`src/rtl/mult_pkg.sv`:
```
// Shared types and sizing helpers for the pipelined array multiplier family.
package mult_pkg;

    typedef enum logic {
        MODE_UNSIGNED = 1'b0,
        MODE_SIGNED   = 1'b1
    } mult_mode_e;

    function automatic int prod_width(input int w1, input int w2);
        return w1 + w2;
    endfunction

    // Rows folded into each register rank; a zero stage count falls back to a single rank.
    function automatic int rows_per_stage(input int w2, input int stages);
        if (stages < 1) begin
            return w2;
        end
        return (w2 + stages - 1) / stages;
    endfunction

endpackage

```
`src/rtl/array_mult_row.sv`:
```
// One partial-product row: gated a*b[ROW], Baugh-Wooley bit inversion in signed mode,
// folded into the running carry-save pair with a 3:2 compressor.
module array_mult_row
    import mult_pkg::*;
#(
    parameter int INPUT1_WIDTH = 4,
    parameter int INPUT2_WIDTH = 5,
    parameter int ROW          = 0
) (
    input  logic [INPUT1_WIDTH-1:0]              a_i,
    input  logic                                 bBit_i,
    input  mult_mode_e                           mode_i,
    input  logic [INPUT1_WIDTH+INPUT2_WIDTH-1:0] sum_i,
    input  logic [INPUT1_WIDTH+INPUT2_WIDTH-1:0] carry_i,
    output logic [INPUT1_WIDTH+INPUT2_WIDTH-1:0] sum_o,
    output logic [INPUT1_WIDTH+INPUT2_WIDTH-1:0] carry_o
);

    logic [INPUT1_WIDTH+INPUT2_WIDTH-1:0] pp;

    // In signed mode the MSB of ordinary rows and the non-MSB bits of the last row are inverted.
    always_comb begin
        pp = '0;
        for (int i = 0; i < INPUT1_WIDTH; i++) begin
            pp[ROW + i] = (a_i[i] & bBit_i)
                        ^ ((mode_i == MODE_SIGNED) && ((i == INPUT1_WIDTH - 1) != (ROW == INPUT2_WIDTH - 1)));
        end
    end

    assign sum_o   = sum_i ^ carry_i ^ pp;
    assign carry_o = ((sum_i & carry_i) | (sum_i & pp) | (carry_i & pp)) << 1;

endmodule

```
`src/rtl/pipelined_array_mult.sv`:
```
// Pipelined unsigned / two's-complement array multiplier with valid/ready handshake
// and full backpressure; STAGES register ranks of carry-save partial-product rows.
module pipelined_array_mult
    import mult_pkg::*;
#(
    parameter int INPUT1_WIDTH = 4,
    parameter int INPUT2_WIDTH = 5,
    parameter int STAGES       = 2
) (
    input  logic                                 clk,
    input  logic                                 rst_n,
    input  logic                                 in_valid,
    output logic                                 in_ready,
    input  logic [INPUT1_WIDTH-1:0]              a,
    input  logic [INPUT2_WIDTH-1:0]              b,
    input  logic                                 is_signed,
    output logic                                 out_valid,
    input  logic                                 out_ready,
    output logic [INPUT1_WIDTH+INPUT2_WIDTH-1:0] product,
    output logic [$clog2(STAGES+1)-1:0]          occupancy
);

    localparam int PW  = prod_width(INPUT1_WIDTH, INPUT2_WIDTH);
    localparam int RPS = rows_per_stage(INPUT2_WIDTH, STAGES);
    localparam int OW  = $clog2(STAGES + 1);

    // Baugh-Wooley constant 2^(W1-1) + 2^(W2-1) + 2^(PW-1), seeded as the initial carry word.
    localparam logic [PW-1:0] ONE        = PW'(1);
    localparam logic [PW-1:0] CORRECTION = (ONE << (INPUT1_WIDTH - 1)) + (ONE << (INPUT2_WIDTH - 1))
                                         + (ONE << (PW - 1));

    if (STAGES < 1 || STAGES > INPUT2_WIDTH) begin : g_badStages
        $fatal(1, "pipelined_array_mult: STAGES must lie in 1..INPUT2_WIDTH");
    end
    if (INPUT1_WIDTH < 2 || INPUT2_WIDTH < 2) begin : g_badWidth
        $fatal(1, "pipelined_array_mult: operand widths must be at least 2");
    end

    typedef struct packed {
        logic                    valid;
        mult_mode_e              mode;
        logic [INPUT1_WIDTH-1:0] a;
        logic [INPUT2_WIDTH-1:0] b;
        logic [PW-1:0]           sum;
        logic [PW-1:0]           carry;
    } rank_t;

    rank_t         stageIn [STAGES];
    rank_t         rank_d  [STAGES];
    rank_t         rank_q  [STAGES];
    logic [PW-1:0] rowSumIn    [INPUT2_WIDTH];
    logic [PW-1:0] rowCarryIn  [INPUT2_WIDTH];
    logic [PW-1:0] rowSumOut   [INPUT2_WIDTH];
    logic [PW-1:0] rowCarryOut [INPUT2_WIDTH];
    logic [OW-1:0] occupancy_d, occupancy_q;
    logic          advance, accept, handoff;

    assign advance   = !rank_q[STAGES-1].valid || out_ready;
    assign in_ready  = advance;
    assign out_valid = rank_q[STAGES-1].valid;
    assign accept    = in_valid && advance;
    assign handoff   = out_valid && out_ready;
    assign product   = rank_q[STAGES-1].sum + rank_q[STAGES-1].carry;
    assign occupancy = occupancy_q;

    assign stageIn[0] = '{valid: in_valid, mode: mult_mode_e'(is_signed), a: a, b: b,
                          sum: '0, carry: (is_signed ? CORRECTION : '0)};

    for (genvar k = 1; k < STAGES; k++) begin : g_link
        assign stageIn[k] = rank_q[k-1];
    end

    // Ranks past the last row (possible when rows do not divide evenly) just forward their input.
    for (genvar k = 0; k < STAGES; k++) begin : g_stage
        localparam int FIRST = k * RPS;
        localparam int LAST  = (((k + 1) * RPS < INPUT2_WIDTH) ? (k + 1) * RPS : INPUT2_WIDTH) - 1;
        if (FIRST < INPUT2_WIDTH) begin : g_rows
            assign rank_d[k] = '{valid: stageIn[k].valid, mode: stageIn[k].mode,
                                 a: stageIn[k].a, b: stageIn[k].b,
                                 sum: rowSumOut[LAST], carry: rowCarryOut[LAST]};
        end else begin : g_pass
            assign rank_d[k] = stageIn[k];
        end
    end

    for (genvar j = 0; j < INPUT2_WIDTH; j++) begin : g_row
        localparam int K = j / RPS;
        if (j % RPS == 0) begin : g_first
            assign rowSumIn[j]   = stageIn[K].sum;
            assign rowCarryIn[j] = stageIn[K].carry;
        end else begin : g_chain
            assign rowSumIn[j]   = rowSumOut[j-1];
            assign rowCarryIn[j] = rowCarryOut[j-1];
        end
        array_mult_row #(
            .INPUT1_WIDTH(INPUT1_WIDTH),
            .INPUT2_WIDTH(INPUT2_WIDTH),
            .ROW         (j)
        ) u_row (
            .a_i    (stageIn[K].a),
            .bBit_i (stageIn[K].b[j]),
            .mode_i (stageIn[K].mode),
            .sum_i  (rowSumIn[j]),
            .carry_i(rowCarryIn[j]),
            .sum_o  (rowSumOut[j]),
            .carry_o(rowCarryOut[j])
        );
    end

    always_comb begin
        occupancy_d = occupancy_q + OW'(accept) - OW'(handoff);
    end

    always_ff @(posedge clk or negedge rst_n) begin
        if (!rst_n) begin
            for (int k = 0; k < STAGES; k++) begin
                rank_q[k] <= '0;
            end
            occupancy_q <= '0;
        end else if (advance) begin
            for (int k = 0; k < STAGES; k++) begin
                rank_q[k] <= rank_d[k];
            end
            occupancy_q <= occupancy_d;
        end
    end

endmodule

```
`config.mk`:
```
export PLATFORM = sky130hd
export DESIGN_NAME = pipelined_array_mult
export DESIGN_NICKNAME = d
export VERILOG_FILES = /design/src/rtl/mult_pkg.sv /design/src/rtl/array_mult_row.sv /design/src/rtl/pipelined_array_mult.sv
export SDC_FILE = /design/constraint.sdc
export NUM_CORES = 1
export LEC_CHECK = 0
export CORE_UTILIZATION = 58
export CTS_CLUSTER_DIAMETER = 40
export CTS_CLUSTER_SIZE = 12
export DETAILED_ROUTE_END_ITERATION = 8
export PLACE_DENSITY = 0.84
export SETUP_SLACK_MARGIN = 0.05
export SYNTH_ARGS = -nofsm -noshare
export SYNTH_HDL_FRONTEND = slang
export SYNTH_SLANG_ARGS = --single-unit
```
`constraint.sdc`:
```
create_clock -name clk -period 4.5 [get_ports clk]
set_input_delay 0.9 -clock clk [delete_from_list [all_inputs] [get_ports clk]]
set_output_delay 0.9 -clock clk [all_outputs]
set_load 0.005 [all_outputs]
```
After elaboration in Yosys (flattened, before gate mapping):

Index checks and enable logic that the tools add are counted.

* $add $sub $neg: 3
* mux-type cells: 1
* bitwise gates (word level): 57
* reductions and logical operators: 4

Operator list (number)
* $or A8 B8 Y8: 8
* $and A8 B8 Y8: 6
* $xor A9 B9 Y9: 4
* $and A1 B1 Y1: 20
* $and A8 B5 Y8: 2
* $and A8 B6 Y8: 2
* $and A8 B7 Y8: 2
* $add A9 B9 Y9: 1
* $mux W9: 1
* $xor A9 B4 Y9: 1
* $xor A9 B5 Y9: 1
* $xor A9 B6 Y9: 1
* $xor A9 B7 Y9: 1
* $xor A9 B8 Y9: 1
* $and A8 B4 Y8: 1
* $xor A1 B1 Y1: 7
* $add A2 B1 Y2: 1
* $logic_and A1 B1 Y1: 2
* $sub A2 B1 Y2: 1
* $logic_not A1 Y1: 1
* $logic_or A1 B1 Y1: 1

* bits in registers: 48

Logic depth before layout (Yosys ltp):

* depth in word-level cells: 9
* gate-level depth with buffers: 9
* mapped depth without buffers: 9

By module:

From an unflattened synthesis, not the netlist that was laid out.

* cell total of the unflattened synthesis: 406
* area total of the unflattened synthesis: 3367.0 um^2

Modules (own cells, without submodules)
* pipelined_array_mult: times used 1, cells each 244, area an instance 2179.6 um^2, sequential area each 1176.1 um^2
* array_mult_row at g_row[0].u_row ...: times used 4, cells each 32, area an instance 234.0 um^2, sequential area each 0.0 um^2
* array_mult_row at g_row[4].u_row: times used 1, cells each 34, area an instance 251.5 um^2, sequential area each 0.0 um^2

Worst setup path after synthesis:

No wires, ideal clock.

* path kind: input port to output port
* from: in out_ready
* to: out in_ready
* data arrival time: 1.242 ns
* data required time: 3.600 ns
* slack: 2.358 ns
* stages: 3
* cells stage by stage: nor2b_4 > inv_4 > buf_6

* longest elaborated chain between the ends: 1

RTL lines
* start: declaration: line pipelined_array_mult.sv:18 `input logic out_ready,`
* $logic_or A1 B1 Y1: line pipelined_array_mult.sv:58 `assign advance = !rank_q[STAGES-1].valid || out_ready;`
* end: declaration: line pipelined_array_mult.sv:13 `output logic in_ready,`

Every way passes these cells.

Worst setup path after layout:

Same ends and word-level chain as after synthesis.

==> results.py <==
metrics = {
    "cts": {
        "cts_buffers": 5,
        "clock_sinks": 34,
        "insertion_delay_ns": 0.34,
        "clk_pin_slew_ns": 0.10,
        "cts_hold_buf": 0,
        "cts_tree": "built",
        "post_cts_resize_count": 0,
        "cts_setup_buffers": 0,
        "h-tree-depth": 2,
        "cts_max_path_buffers": 2,
        "cts_root_buffer": "clkbuf_4",
    },
    "drt": {
        "highest_layer": "met4",
        "drt_iter0_markers": 26,
        "ant_nets": 0,
        "vias_per_cell": 4.88,
        "route.met2.wl_um": 1540,
        "m1WireLength_um": 1490,
        "avgRoutedWirePerCell_um": 11.7,
        "drc": 0,
        "vias": 1333,
        "drtPass1Iterations": 4,
        "dr_wl_met3_um": 105,
        "postRouteWirelength_um": 3200,
    },
    "global_routing": {
        "first_global_vias": 1294,
        "gr-total-overflow": 0,
        "antenna_found_initial": 0,
        "grt_pass1_wl_um": 5510,
        "grt_max_degree": 38,
        "grt_usage_pct": 21.6,
    },
    "timing": {
        "setup_tns_ns": 0,
        "finalCritPeriodShare_pct": 71.7,
        "hold_viol": 0,
        "clock_skew_ns": 0.00937,
        "fin_crit_ns": 3.23,
        "whs_ns": 0.473,
        "rsz0062_at_grt": "no",
        "timing.final.ws_setup_ns": 1.27,
        "maxSlewHeadroom_pct": 72.4,
        "tightestPinTransition_ns": 0.415,
        "setup_viol": 0,
        "slew_viol_final": 0,
        "max_freq_mhz": 310,
    },
    "critical_path": {
        "crit_buf_inv": 3,
        "crit_family": "buffers and inverters",
        "path_common_cell": "clkdlybuf4s50_1",
        "end_kind": "output port",
        "worstPathRequired_ns": 3.60,
        "critPathSlowestCell": "clkdlybuf4s50_1",
        "start_kind": "primary input",
        "slowest_delay_ns": 0.57,
        "path_cells": "clkdlybuf4s50_1 > nor2b_4 > inv_4 > clkdlybuf4s50_1",
        "crit_type": "in2out",
        "arrival_ns": 2.33,
        "crit_fanout": 37,
    },
    "synth": {
        "synthSimpleGateAreaFrac_pct": 25.0,
        "syn_area_mm2": 0.00193,
        "synth_compound_area_share_pct": 2.53,
        "synthMuxAreaShare_pct": 0,
        "yosysWarnings": 0,
        "avgSynthCellArea_um2": 9.42,
        "synthAdderAreaFrac_pct": 17.5,
        "synth_top_family_by_area": "simple AND/OR/NAND/NOR gates",
        "synth-xor-area-share_pct": 4.53,
        "synthDistinctLibCells": 21,
        "yosysTopAreaCellShare_pct": 44.0,
        "synthCells": 205,
        "synth_seq_area_share_pct": 44.0,
        "yosys-top-cells-area": "dfrtp_1, nand2_1, fa_1",
        "synthesis.nets": 240,
        "synth-seq-cells": 34,
        "synth_area_leader_cell": "dfrtp_1",
    },
    "placement": {
        "place_area_mm2": 0.00216,
        "placedCellCount": 265,
        "dp_hpwl_um": 2360,
        "pre_cts_slack_ns": 1.26,
        "port_buffers": 26,
        "gp_congestion": 0.757,
    },
    "pwr": {
        "powerDensity_mw_per_mm2": 458,
        "cellLeakagePower_uw": 0.00116,
        "p_switching_uw": 319,
        "power_frac_comb_pct": 37.4,
        "p_int_uw": 708,
        "swShare_pct": 31.1,
        "power_frac_clock_pct": 21.1,
        "ir_drop_v": 0.000357,
        "p_seq_share_pct": 41.5,
    },
    "cells_and_area": {
        "nNetsFinal": 263,
        "layout-drive-gt1-share_pct": 5.68,
        "final_common_cell": "nand2_1",
        "layout_common_cells": "nand2_1, dfrtp_1, clkdlybuf4s50_1, and2_1, ha_1",
        "area_growth_pct": 16.0,
        "stdcell_area_mm2": 0.00224,
        "num_antenna_cells": 0,
        "fin_cells": 273,
    },
    "floorplanning": {
        "die_w_um": 59.7,
        "pin_count": 27,
        "num_rows": 20,
        "core_mm2": 0.00310,
        "die-height_um": 59.7,
        "start_util_pct": 62.3,
        "dieArea_mm2": 0.00357,
    },
    "worst_hold_path": {
        "holdCritPathClass": "reg2reg",
    },
    "status": {
        "run_status": "finished, final reports clean",
    },
    "job": {
        "drv_cap": 0,
    },
}
==> flip-flops by register name, summed over array words and instances, names as in the netlist <==
name / count
rank_d: 8
rank_q: 23
out_valid: 1
occupancy: 2
==> final cells by class <==
cell class,instances,area [um2]
Fill cell,261,862
Sequential cell,34,851
Inverter,6,25.0
Timing Repair Buffer,28,275
Clock buffer,5,37.5
Multi-Input combinational cell,153,957
Tap cell,44,55.1
Clock inverter,3,40.0
==> final timing paths <==
| check | startpoint | slack [ns] | cells past startpoint | endpoint |
|---|---|---|---|---|
| max | out_ready | 1.27 | 4 | in_ready |
| min | rank_q[38] | 0.47 | 2 | rank_q[38] |
| max reg2reg | out_valid | 2.56 | 9 | occupancy[1] |
| min reg2reg | rank_q[38] | 0.47 | 2 | rank_q[38] |
| max in group asynchronous | rst_n | 3.25 | 2 | rank_d[21] |
| min in group asynchronous | rst_n | 0.95 | 2 | rank_q[42] |
==> power by group through the flow <==
stage	clock [uW]	sequential (uW)	combinational (uW)
2_1_floorplan	0	418	244
3_3_place_gp	0	428	373
3_5_place_dp	0	434	389
4_1_cts	222	427	392
5_1_grt	232	435	437
6_report	217	426	384
==> cell families (layout without fill, tap and decap cells) <==
family / Yosys count / count (layout)
adder cells (fa/ha/maj): 21 / 21
flip-flops: 34 / 34
XOR/XNOR: 10 / 10
AND/OR/NAND/NOR: 115 / 115
AO/OA/AOI/OAI: 7 / 7
buffers and inverters: 18 / 42
==> synthesized netlist by cell type (all sizes together) <==
library cell	n
a21o	1
nand3	1
a32o	1
inv	6
xnor2	8
buf	12
nor2b	1
fa	10
nand2	97
a21oi	1
a21boi	1
and2	14
nand2b	2
xor2	2
dfrtp	34
ha	11
o21ai	3
==> metal layers <==
metal	global-route usage, %	up-vias
li1	-	671
met2	34.8	24
met1	27.3	631
met5	0	-
met4	10.6	0
met3	5.41	7
==> through the flow <==
stage | util (%) | power, uW
CTS | 72.2 | 1040
finish | 72.2 | 1030
global placement | 69.7 | 800
floorplan | - | 662
global route | 72.2 | 1100
detailed placement | 69.7 | 823
==> tightest hold or removal path: cells and delay by family (launching register included) <==
family	cells	cell delay (ns)
flip-flops	1	0.35
AND/OR/NAND/NOR	2	0.09
Note: power is estimated with default switching activity, not from simulation.
